===== src/rtl/v_upd_sched_if.sv =====
// Request and update bus bundle for v_upd_sched.
// The scheduler connects through the slave modport; requesters and the v block use master.
interface v_upd_sched_if #(
  parameter int unsigned REQ_N  = 4,
  parameter int unsigned ID_W   = 8,
  parameter int unsigned CMD_W  = 2,
  parameter int unsigned KEY_W  = 16,
  parameter int unsigned SIZE_W = 8
);
  localparam int unsigned SRC_W = $clog2(REQ_N);

  logic [REQ_N-1:0]        i_req_vld;
  logic [REQ_N-1:0]        o_req_rdy;
  logic [REQ_N*ID_W-1:0]   i_req_prod_id;
  logic [REQ_N*CMD_W-1:0]  i_req_cmd;
  logic [REQ_N*KEY_W-1:0]  i_req_key;
  logic [REQ_N*SIZE_W-1:0] i_req_size;
  logic                    i_busy;
  logic                    o_upd_vld_r;
  logic [ID_W-1:0]         o_upd_prod_id_r;
  logic [CMD_W-1:0]        o_upd_cmd_r;
  logic [KEY_W-1:0]        o_upd_key_r;
  logic [SIZE_W-1:0]       o_upd_size_r;
  logic [SRC_W-1:0]        o_upd_src_r;
  logic                    o_idle_r;

  modport master (
    output i_req_vld, i_req_prod_id, i_req_cmd, i_req_key, i_req_size, i_busy,
    input  o_req_rdy, o_upd_vld_r, o_upd_prod_id_r, o_upd_cmd_r, o_upd_key_r,
    input  o_upd_size_r, o_upd_src_r, o_idle_r
  );

  modport slave (
    input  i_req_vld, i_req_prod_id, i_req_cmd, i_req_key, i_req_size, i_busy,
    output o_req_rdy, o_upd_vld_r, o_upd_prod_id_r, o_upd_cmd_r, o_upd_key_r,
    output o_upd_size_r, o_upd_src_r, o_idle_r
  );
endinterface


===== src/rtl/v_upd_sched.sv =====
// Update-bus scheduler: per-requester FIFOs, round-robin arbitration onto the v update bus,
// issue hold while v is busy, and a same-product-id spacing window.
module v_upd_sched #(
  parameter int unsigned REQ_N  = 4,
  parameter int unsigned FIFO_D = 4,
  parameter int unsigned HAZ_N  = 4,
  parameter int unsigned ID_W   = 8,
  parameter int unsigned CMD_W  = 2,
  parameter int unsigned KEY_W  = 16,
  parameter int unsigned SIZE_W = 8
) (
  input logic          clk,
  input logic          rst,
  v_upd_sched_if.slave bus
);
  localparam int unsigned SRC_W = $clog2(REQ_N);
  localparam int unsigned AW    = $clog2(FIFO_D);
  localparam int unsigned PW    = AW + 1;
  localparam int unsigned ENT_W = ID_W + CMD_W + KEY_W + SIZE_W;
  localparam int unsigned HAZ_L = (HAZ_N > 0) ? HAZ_N : 1;

  logic [ENT_W-1:0] mem_q [REQ_N][FIFO_D];
  logic [ENT_W-1:0] mem_d [REQ_N][FIFO_D];
  logic [PW-1:0]    wr_ptr_q [REQ_N];
  logic [PW-1:0]    wr_ptr_d [REQ_N];
  logic [PW-1:0]    rd_ptr_q [REQ_N];
  logic [PW-1:0]    rd_ptr_d [REQ_N];
  logic [ENT_W-1:0] head   [REQ_N];
  logic [ENT_W-1:0] in_ent [REQ_N];
  logic [REQ_N-1:0] full, empty, push, pop, elig, haz_hit;

  logic [HAZ_L-1:0] haz_vld_q, haz_vld_d;
  logic [ID_W-1:0]  haz_id_q [HAZ_L];
  logic [ID_W-1:0]  haz_id_d [HAZ_L];

  logic [SRC_W-1:0] last_q, last_d;
  logic [SRC_W-1:0] win;
  logic             gnt;
  logic             all_empty_nxt;

  logic             upd_vld_q, upd_vld_d;
  logic [ENT_W-1:0] upd_ent_q, upd_ent_d;
  logic [SRC_W-1:0] upd_src_q, upd_src_d;
  logic             idle_q, idle_d;

  // FIFO status, head entries and eligibility per requester
  always_comb begin
    for (int r = 0; r < REQ_N; r++) begin
      in_ent[r] = {bus.i_req_prod_id[r*ID_W +: ID_W], bus.i_req_cmd[r*CMD_W +: CMD_W],
                   bus.i_req_key[r*KEY_W +: KEY_W], bus.i_req_size[r*SIZE_W +: SIZE_W]};
      full[r]   = (wr_ptr_q[r] ^ rd_ptr_q[r]) == PW'(FIFO_D);
      empty[r]  = wr_ptr_q[r] == rd_ptr_q[r];
      head[r]   = mem_q[r][rd_ptr_q[r][AW-1:0]];
      push[r]   = bus.i_req_vld[r] & ~full[r];
      haz_hit[r] = 1'b0;
      for (int unsigned k = 0; k < HAZ_L; k++) begin
        if ((HAZ_N != 0) && haz_vld_q[k] && (haz_id_q[k] == head[r][ENT_W-1 -: ID_W])) begin
          haz_hit[r] = 1'b1;
        end
      end
      elig[r] = ~empty[r] & ~bus.i_busy & ~haz_hit[r];
    end
  end

  // Round-robin search starting one past the last winner
  always_comb begin
    logic [SRC_W-1:0] idx;
    idx = '0;
    gnt = 1'b0;
    win = '0;
    for (int unsigned i = 1; i <= REQ_N; i++) begin
      idx = SRC_W'((32'(last_q) + i) % REQ_N);
      if (!gnt && elig[idx]) begin
        gnt = 1'b1;
        win = idx;
      end
    end
    pop = '0;
    if (gnt) pop[win] = 1'b1;
    last_d = gnt ? win : last_q;
  end

  always_comb begin
    mem_d         = mem_q;
    all_empty_nxt = 1'b1;
    for (int r = 0; r < REQ_N; r++) begin
      wr_ptr_d[r] = wr_ptr_q[r] + PW'(push[r]);
      rd_ptr_d[r] = rd_ptr_q[r] + PW'(pop[r]);
      if (push[r]) mem_d[r][wr_ptr_q[r][AW-1:0]] = in_ent[r];
      if (wr_ptr_d[r] != rd_ptr_d[r]) all_empty_nxt = 1'b0;
    end

    // Window slot 0 records this cycle's issue; idle cycles push an invalid slot
    haz_vld_d[0] = gnt;
    haz_id_d[0]  = gnt ? head[win][ENT_W-1 -: ID_W] : '0;
    for (int unsigned k = 1; k < HAZ_L; k++) begin
      haz_vld_d[k] = haz_vld_q[k-1];
      haz_id_d[k]  = haz_id_q[k-1];
    end

    upd_vld_d = gnt;
    upd_ent_d = gnt ? head[win] : upd_ent_q;
    upd_src_d = gnt ? win : upd_src_q;
    idle_d    = all_empty_nxt & ~gnt;
  end

  always_ff @(posedge clk) begin
    if (rst) begin
      for (int r = 0; r < REQ_N; r++) begin
        wr_ptr_q[r] <= '0;
        rd_ptr_q[r] <= '0;
      end
      for (int unsigned k = 0; k < HAZ_L; k++) haz_id_q[k] <= '0;
      haz_vld_q <= '0;
      last_q    <= SRC_W'(REQ_N - 1);
      upd_vld_q <= 1'b0;
      upd_ent_q <= '0;
      upd_src_q <= '0;
      idle_q    <= 1'b1;
    end else begin
      wr_ptr_q  <= wr_ptr_d;
      rd_ptr_q  <= rd_ptr_d;
      haz_id_q  <= haz_id_d;
      haz_vld_q <= haz_vld_d;
      last_q    <= last_d;
      upd_vld_q <= upd_vld_d;
      upd_ent_q <= upd_ent_d;
      upd_src_q <= upd_src_d;
      idle_q    <= idle_d;
    end
  end

  // Storage needs no reset; pointers alone define occupancy
  always_ff @(posedge clk) begin
    mem_q <= mem_d;
  end

  assign bus.o_req_rdy       = ~full;
  assign bus.o_upd_vld_r     = upd_vld_q;
  assign bus.o_upd_prod_id_r = upd_ent_q[ENT_W-1 -: ID_W];
  assign bus.o_upd_cmd_r     = upd_ent_q[KEY_W+SIZE_W +: CMD_W];
  assign bus.o_upd_key_r     = upd_ent_q[SIZE_W +: KEY_W];
  assign bus.o_upd_size_r    = upd_ent_q[SIZE_W-1:0];
  assign bus.o_upd_src_r     = upd_src_q;
  assign bus.o_idle_r        = idle_q;
endmodule


===== src/flat_wrapper.sv =====
// flat-port wrapper written by rule: the top's interface ports become plain ports
module v_upd_sched_flat 
#(
  parameter int unsigned REQ_N  = 4,
  parameter int unsigned FIFO_D = 4,
  parameter int unsigned HAZ_N  = 4,
  parameter int unsigned ID_W   = 8,
  parameter int unsigned CMD_W  = 2,
  parameter int unsigned KEY_W  = 16,
  parameter int unsigned SIZE_W = 8
)
  (clk, rst, bus_i_req_vld, bus_i_req_prod_id, bus_i_req_cmd, bus_i_req_key, bus_i_req_size, bus_i_busy, bus_o_req_rdy, bus_o_upd_vld_r, bus_o_upd_prod_id_r, bus_o_upd_cmd_r, bus_o_upd_key_r, bus_o_upd_size_r, bus_o_upd_src_r, bus_o_idle_r);
  v_upd_sched_if #(.REQ_N(REQ_N), .ID_W(ID_W), .CMD_W(CMD_W), .KEY_W(KEY_W), .SIZE_W(SIZE_W)) bus_i ();
  input logic clk;
  input logic rst;
  input wire logic [$bits(bus_i.i_req_vld)-1:0] bus_i_req_vld;
  input wire logic [$bits(bus_i.i_req_prod_id)-1:0] bus_i_req_prod_id;
  input wire logic [$bits(bus_i.i_req_cmd)-1:0] bus_i_req_cmd;
  input wire logic [$bits(bus_i.i_req_key)-1:0] bus_i_req_key;
  input wire logic [$bits(bus_i.i_req_size)-1:0] bus_i_req_size;
  input wire logic [$bits(bus_i.i_busy)-1:0] bus_i_busy;
  output wire logic [$bits(bus_i.o_req_rdy)-1:0] bus_o_req_rdy;
  output wire logic [$bits(bus_i.o_upd_vld_r)-1:0] bus_o_upd_vld_r;
  output wire logic [$bits(bus_i.o_upd_prod_id_r)-1:0] bus_o_upd_prod_id_r;
  output wire logic [$bits(bus_i.o_upd_cmd_r)-1:0] bus_o_upd_cmd_r;
  output wire logic [$bits(bus_i.o_upd_key_r)-1:0] bus_o_upd_key_r;
  output wire logic [$bits(bus_i.o_upd_size_r)-1:0] bus_o_upd_size_r;
  output wire logic [$bits(bus_i.o_upd_src_r)-1:0] bus_o_upd_src_r;
  output wire logic [$bits(bus_i.o_idle_r)-1:0] bus_o_idle_r;
  assign bus_i.i_req_vld = bus_i_req_vld;
  assign bus_i.i_req_prod_id = bus_i_req_prod_id;
  assign bus_i.i_req_cmd = bus_i_req_cmd;
  assign bus_i.i_req_key = bus_i_req_key;
  assign bus_i.i_req_size = bus_i_req_size;
  assign bus_i.i_busy = bus_i_busy;
  assign bus_o_req_rdy = bus_i.o_req_rdy;
  assign bus_o_upd_vld_r = bus_i.o_upd_vld_r;
  assign bus_o_upd_prod_id_r = bus_i.o_upd_prod_id_r;
  assign bus_o_upd_cmd_r = bus_i.o_upd_cmd_r;
  assign bus_o_upd_key_r = bus_i.o_upd_key_r;
  assign bus_o_upd_size_r = bus_i.o_upd_size_r;
  assign bus_o_upd_src_r = bus_i.o_upd_src_r;
  assign bus_o_idle_r = bus_i.o_idle_r;
  v_upd_sched #(.REQ_N(REQ_N), .FIFO_D(FIFO_D), .HAZ_N(HAZ_N), .ID_W(ID_W), .CMD_W(CMD_W), .KEY_W(KEY_W), .SIZE_W(SIZE_W)) u_core (.clk(clk), .rst(rst), .bus(bus_i));
endmodule

===== config.mk =====
export PLATFORM = sky130hd
export DESIGN_NAME = v_upd_sched_flat
export DESIGN_NICKNAME = d
export VERILOG_FILES = /design/src/rtl/v_upd_sched_if.sv /design/src/rtl/v_upd_sched.sv /design/src/flat_wrapper.sv
export SDC_FILE = /design/constraint.sdc
export NUM_CORES = 1
export LEC_CHECK = 0
export ABC_AREA = 1
export ABC_CLOCK_PERIOD_IN_PS = 5900
export BUFFER_PORTS_ARGS = -buffer_cell sky130_fd_sc_hd__buf_2
export CORE_UTILIZATION = 55
export CTS_BUF_LIST = sky130_fd_sc_hd__clkbuf_8
export CTS_CLUSTER_DIAMETER = 30
export DETAILED_ROUTE_END_ITERATION = 7
export HOLD_SLACK_MARGIN = 0.02
export PLACE_DENSITY = 0.72
export SKIP_CTS_REPAIR_TIMING = 1
export SYNTH_ARGS = -nofsm -noshare
export SYNTH_HDL_FRONTEND = slang
export SYNTH_SLANG_ARGS = --single-unit

===== constraint.sdc =====
create_clock -name clk -period 5.9 [get_ports clk]
set_input_delay 1.77 -clock clk [delete_from_list [all_inputs] [get_ports clk]]
set_output_delay 1.77 -clock clk [all_outputs]
set_load 0.05 [all_outputs]

==> results.cfg, run 1 <==
[critical_path]
timing.rr.end = u_core.bus.o_idle_r
cp_max_fo = 29
rrSetupSlack_ns = 0.58
cp_data_required_time_ns = 6.53
r2r_cells = 27
setup.worst_path.start_class = register
r2r_start = u_core.rd_ptr_q[3]
worstSetupPathType = register to register
endpoint_kind = register
arrival_ns = 5.94

[global_route]
grt_pass1_wl_mm = 121
gr-total-overflow = 0
antenna_found_initial = 14
grt_max_degree = 70
grt_usage_pct = 31.1
grt_pass1_vias = 20400

[finish]
area_growth_pct = 15.2
ff_latch_area_sq_um = 18300
drive_above_1_share_pct = 17.2
multi_input_area_sq_um = 8570
fill_cells = 3957
nets = 3069

[clock_network]
clockBufferDepth = 3
clkSinkCount = 643
clk_latency_ns = 0.76
cts_buffers = 121
clockRootBuffer = clkbuf_8
cts_tree = yes
h-tree-depth = 3
clk_pin_slew_ns = 0.06

[logic_synthesis]
synth-seq-cells = 643
synth_cells = 2688
syn_nets = 2847
synth_most_common_cell = nand2_1
ys.flop_type = edfxtp_1
avgSynthCellArea_sq_um = 10.4
synth_top_cells_by_count = nand2_1, edfxtp_1, nor2_1
seq_area_frac_synth_pct = 65.3
yosys-top-cells-area = edfxtp_1, nand2_1, dfxtp_1, nor2_1, nand3_1
yosysWarnings = 0
syn-cell-area_sq_um = 28000
yosysUniqueCellTypes = 45
synth_top_area_share_pct = 58.2
async_flop_share_pct = 0
synth_edf_count = 544
synth_top_cell_by_area = edfxtp_1

[route]
routed_wl_mm = 81.2
drc = 0
drt-pass1-iter-count = 6
first_iter_violations = 2252
viasPerCell = 5.71
vias = 21100
ant_nets = 0
drt-wirelength-per-cell_microns = 22.0

[sta]
drv_slew = 0
worst_slew_pin_slew_ns = 0.719
tns_ns = 0
whs_ns = 0.450
finalCriticalPeriod_ns = 5.32
fin_crit_sh_pct = 90.1
skew_ns = 0.0528
hold_viol = 0
rsz0062_at_grt = false
relSlewSlack_pct = 52.0
setup_violations = 0
max_freq_mhz = 188

[pwr]
pwr-share-clk_pct = 29.5
seq_power_share_pct = 34.3
powerDensity_nw_per_um2 = 508
pwr-share-comb_pct = 36.2
swShare_pct = 40.8
p_sw_mw = 6.70
ir_drop_mv = 0.350
p_int_mw = 9.71
p_leak_nw = 12.9

[floorplan]
die_w_microns = 228
die_area_sq_um = 51900
core-area_sq_um = 50300
num_io_pins = 185
rows = 82
start_util_pct = 55.8
die_height_microns = 228

[placement]
place_congestion = 1.01
dp_hpwl_mm = 54.2
numPortBuffers = 184

[outcome]
outcome = complete, no violations

[hold_path]
holdPathEnd = u_core.upd_ent_q[31]
holdPathStages = 2
min_path_type = register to register
min_from = u_core.upd_ent_q[31]

[run]
drv_cap = 0
==> layout by cell type (no fill, tap or decap), drive strengths merged, types with 15 or more instances in the layout <==
master    n
nand2   731
edfxtp  544
nor2    319
nand3   248
buf     226
o21ai   176
inv     175
clkbuf  122
dfxtp    99
o22ai    73
a21oi    59
clkinv   51
xor2     38
a32o     33
nor3     20
bufinv   19
ha       16
nand4    15
xnor2    15
==> metrics by stage <==
stage          utilization (%)  area [sq um]  setup slack, ns  cells  power (mW)
6_report                  64.3         32300            0.584   3697        16.4
5_1_grt                   64.3         32300            0.203   3694        17.2
4_1_cts                   64.2         32300            0.730   3689        16.4
3_5_place_dp              58.7         29500            0.578   3459        11.5
3_3_place_gp              58.7         29500            0.640   3459        11.4
2_1_floorplan                -         28000             1.19   2688        9.77
==> sequential cells by signal, summed over array words and instances (netlist names) <==
signal                  cells
u_core.bus.o_idle_r         1
u_core.bus.o_upd_src_r      2
u_core.haz_id_d            24
u_core.haz_id_q             8
u_core.haz_vld_q            4
u_core.last_q               2
u_core.mem_q              544
u_core.rd_ptr_q            12
u_core.upd_ent_q           34
u_core.wr_ptr_q            12
==> worst max path at each step <==
stage,startpoint,endpoint,slack (ns),depth (start not counted)
after floorplan,bus_i_req_vld[1],u_core.mem_q[272],1.19,2
final,u_core.rd_ptr_q[3],u_core.bus.o_idle_r,0.58,27
after CTS,u_core.rd_ptr_q[3],u_core.bus.o_idle_r,0.73,27
after global placement,bus_i_busy,u_core.bus.o_idle_r,0.64,21
after detailed placement,bus_i_busy,u_core.bus.o_idle_r,0.58,21
after global routing,u_core.rd_ptr_q[9],u_core.bus.o_idle_r,0.20,24
==> final cells by class <==
class | count | area share, %
Clock buffer | 122 | 5.20
Sequential cell | 643 | 56.7
Clock inverter | 108 | 3.38
Inverter | 145 | 1.73
Tap cell | 672 | 2.60
Timing Repair Buffer | 226 | 3.83
Antenna cell | 8 | 0.0619
Multi-Input combinational cell | 1773 | 26.5
==> cell families (layout without fill, tap and decap cells) <==
kind of cell / Yosys count / in the layout / synth area share [%]
and+or+nand+nor: 1350 / 1350 / 20.4
DFF: 643 / 643 / 65.3
AOI/OAI and AO/OA: 354 / 354 / 7.44
buffers and inverters: 272 / 601 / 4.44
xor gates and xnor gates: 53 / 53 / 1.65
adders and majority gates: 16 / 16 / 0.714
other: 0 / 8 / 0
==> worst max-delay path, cell delays in order, from the launching register on <==
cell and delay, ns:
dfxtp_2 0.66, inv_4 0.19, nand2_1 0.11, nand3_1 0.15, nand2_1 0.34, nand2_1 0.12, o21ai_1 0.12, nor2_1 0.06
nand3_1 0.07, nor2_1 0.04, nor2_1 0.31, nand3_1 0.13, nand2_1 0.10, nand3_1 0.11, nand2_1 0.11, inv_2 0.06
nand2_1 0.06, nand3_1 0.07, nand2_2 0.28, nand2_4 0.30, nor2_8 0.24, ha_1 0.18, ha_1 0.25, xor2_1 0.14
or4_1 0.47, nor2_1 0.11, nand4_1 0.08, o41ai_1 0.30
==> per-layer routing <==
layer  vias to the layer above  part of all wire, %  GRT usage, %
met2                       906                   49          51.4
li1                       9781                    -             -
met5                         -                0.082             0
met3                       224                  7.2          6.41
met1                     10200                   40          39.5
met4                        10                  4.2          14.3
==> power groups by stage <==
stage               clock, mW  sequential [mW]  combinational [mW]
floorplan                   0             5.84                3.93
global placement            0             5.69                5.76
detailed placement          0             5.70                5.85
CTS                      4.89             5.61                5.88
global route             5.11             5.64                6.45
finish                   4.85             5.62                5.95
Power figures use the tool's default switching activity.
==> run 2: changes to the inputs <==
Settings changed: PLACE_DENSITY 0.72 to 0.8.
==> results.cfg, run 2 (synthesis results as in run 1) <==
[outcome]
outcome = complete, no violations

[clock_network]
cts_buffers = 116
clockBufferDepth = 3
clockRootBuffer = clkbuf_8
clk_pin_slew_ns = 0.07
clk_latency_ns = 0.73
h-tree-depth = 3
clkSinkCount = 643
cts_tree = yes

[pwr]
ir_drop_mv = 0.501
p_leak_nw = 12.7
pwr-share-comb_pct = 38.4
seq_power_share_pct = 35.3
p_sw_mw = 6.69
powerDensity_nw_per_um2 = 497
pwr-share-clk_pct = 26.4
swShare_pct = 42.2
p_int_mw = 9.17

[critical_path]
setup.worst_path.start_class = register
worstSetupPathType = register to register
cp_data_required_time_ns = 6.52
endpoint_kind = register
r2r_cells = 29
crit_buf_inv = 5
arrival_ns = 5.89
timing.rr.end = u_core.bus.o_idle_r
crit_top_cell = nand2_1
rrSetupSlack_ns = 0.63
critPathSlowestCell = buf_4
crit_family = simple AND/OR/NAND/NOR gates
cp_max_fo = 68
cp.depth = 29
r2r_start = u_core.rd_ptr_q[6]
critical-path-max-stage-delay_ns = 0.51

[sta]
rsz0062_at_grt = false
fin_crit_sh_pct = 89.4
drv_slew = 0
tns_ns = 0
finalCriticalPeriod_ns = 5.27
skew_ns = 0.0324
worst_slew_pin_slew_ns = 0.784
relSlewSlack_pct = 47.7
setup_violations = 0
hold_viol = 0
max_freq_mhz = 190

[finish]
final_common_cell = nand2_1
drive_above_1_share_pct = 16.5
largest_reg_flops = 544
most-common-layout-cells = nand2_1, edfxtp_1, nor2_1
ff_latch_area_sq_um = 18300
fill_cells = 3878
multi_input_area_sq_um = 8570
regMostFlops = u_core.mem_q
final_cell_count_no_fill = 3678
nets = 3062
area_growth_pct = 13.7

[floorplan]
die_w_microns = 228
start_util_pct = 55.8
die_height_microns = 228
num_io_pins = 185
die_area_sq_um = 51900
core-area_sq_um = 50300
rows = 82

[route]
routed_wl_mm = 82.1
ant_nets = 0
drt-wirelength-per-cell_microns = 22.3
viasPerCell = 5.79
drt-pass1-iter-count = 6
drc = 0
vias = 21300
first_iter_violations = 2255

[run]
drv_cap = 0

[hold_path]
holdPathStages = 2
holdPathEnd = u_core.upd_ent_q[14]
min_path_type = register to register
min_from = u_core.upd_ent_q[14]

[placement]
numPortBuffers = 184
dp.cells = 3457
dp_hpwl_mm = 55.7
place_congestion = 1.02

[global_route]
grt_pass1_wl_mm = 123
gr-total-overflow = 0
grt_max_degree = 69
antenna_found_initial = 12
grt_pass1_vias = 20900
grt_usage_pct = 31.4
==> run 2: area by class of cell <==
type / count / share of cell area (%)
clock buffer: 121 / 5.22
antenna: 6 / 0.0471
inverter: 145 / 1.75
timing repair buffer: 224 / 3.83
tap: 672 / 2.64
multi-input combinational: 1773 / 26.9
sequential: 643 / 57.5
clock inverter: 94 / 2.19
==> run 2: per-layer routing <==
metal / up-vias / wire, microns / GRT usage (%)
met5: - / 71 / 0
met4: 12 / 3600 / 15.6
met2: 1085 / 40100 / 52.1
met3: 205 / 6370 / 5.75
li1: 9745 / - / -
met1: 10200 / 31900 / 39.8
==> run 2: stage by stage <==
| step | hold slack (ns) | util (%) | cell area, sq um | power, mW | setup WS, ns |
|---|---|---|---|---|---|
| after floorplan | 0.460 | - | 28000 | 9.77 | 1.19 |
| after global placement | 0.435 | 58.7 | 29500 | 11.6 | 0.555 |
| after detailed placement | 0.440 | 58.7 | 29500 | 11.7 | 0.401 |
| after CTS | 0.451 | 63.4 | 31900 | 15.8 | 0.710 |
| after global routing | 0.464 | 63.4 | 31900 | 16.7 | 0.171 |
| final | 0.452 | 63.4 | 31900 | 15.9 | 0.625 |
==> run 2: how the worst max path moves through the flow <==
stage | startpoint | end | slack (ns)
after floorplan | bus_i_req_vld[1] | u_core.mem_q[272] | 1.19
after global placement | bus_i_busy | u_core.bus.o_idle_r | 0.56
after detailed placement | bus_i_busy | u_core.bus.o_idle_r | 0.40
after CTS | u_core.rd_ptr_q[6] | u_core.bus.o_idle_r | 0.71
after global routing | u_core.rd_ptr_q[6] | u_core.bus.o_idle_r | 0.17
final | u_core.rd_ptr_q[6] | u_core.bus.o_idle_r | 0.63
==> run 2: worst min-delay path, stage by stage (launching register included) <==
cell and delay [ns]:
dfxtp_1 0.31, nand2_1 0.06, nand2_1 0.04
==> run 2: power by group through the flow <==
stage	Sequential, mW	Clock, mW	Combinational (mW)
after floorplan	5.84	0	3.93
after global placement	5.66	0	5.91
after detailed placement	5.67	0	6.00
after CTS	5.58	4.21	6.03
after global routing	5.61	4.44	6.62
final	5.59	4.18	6.08
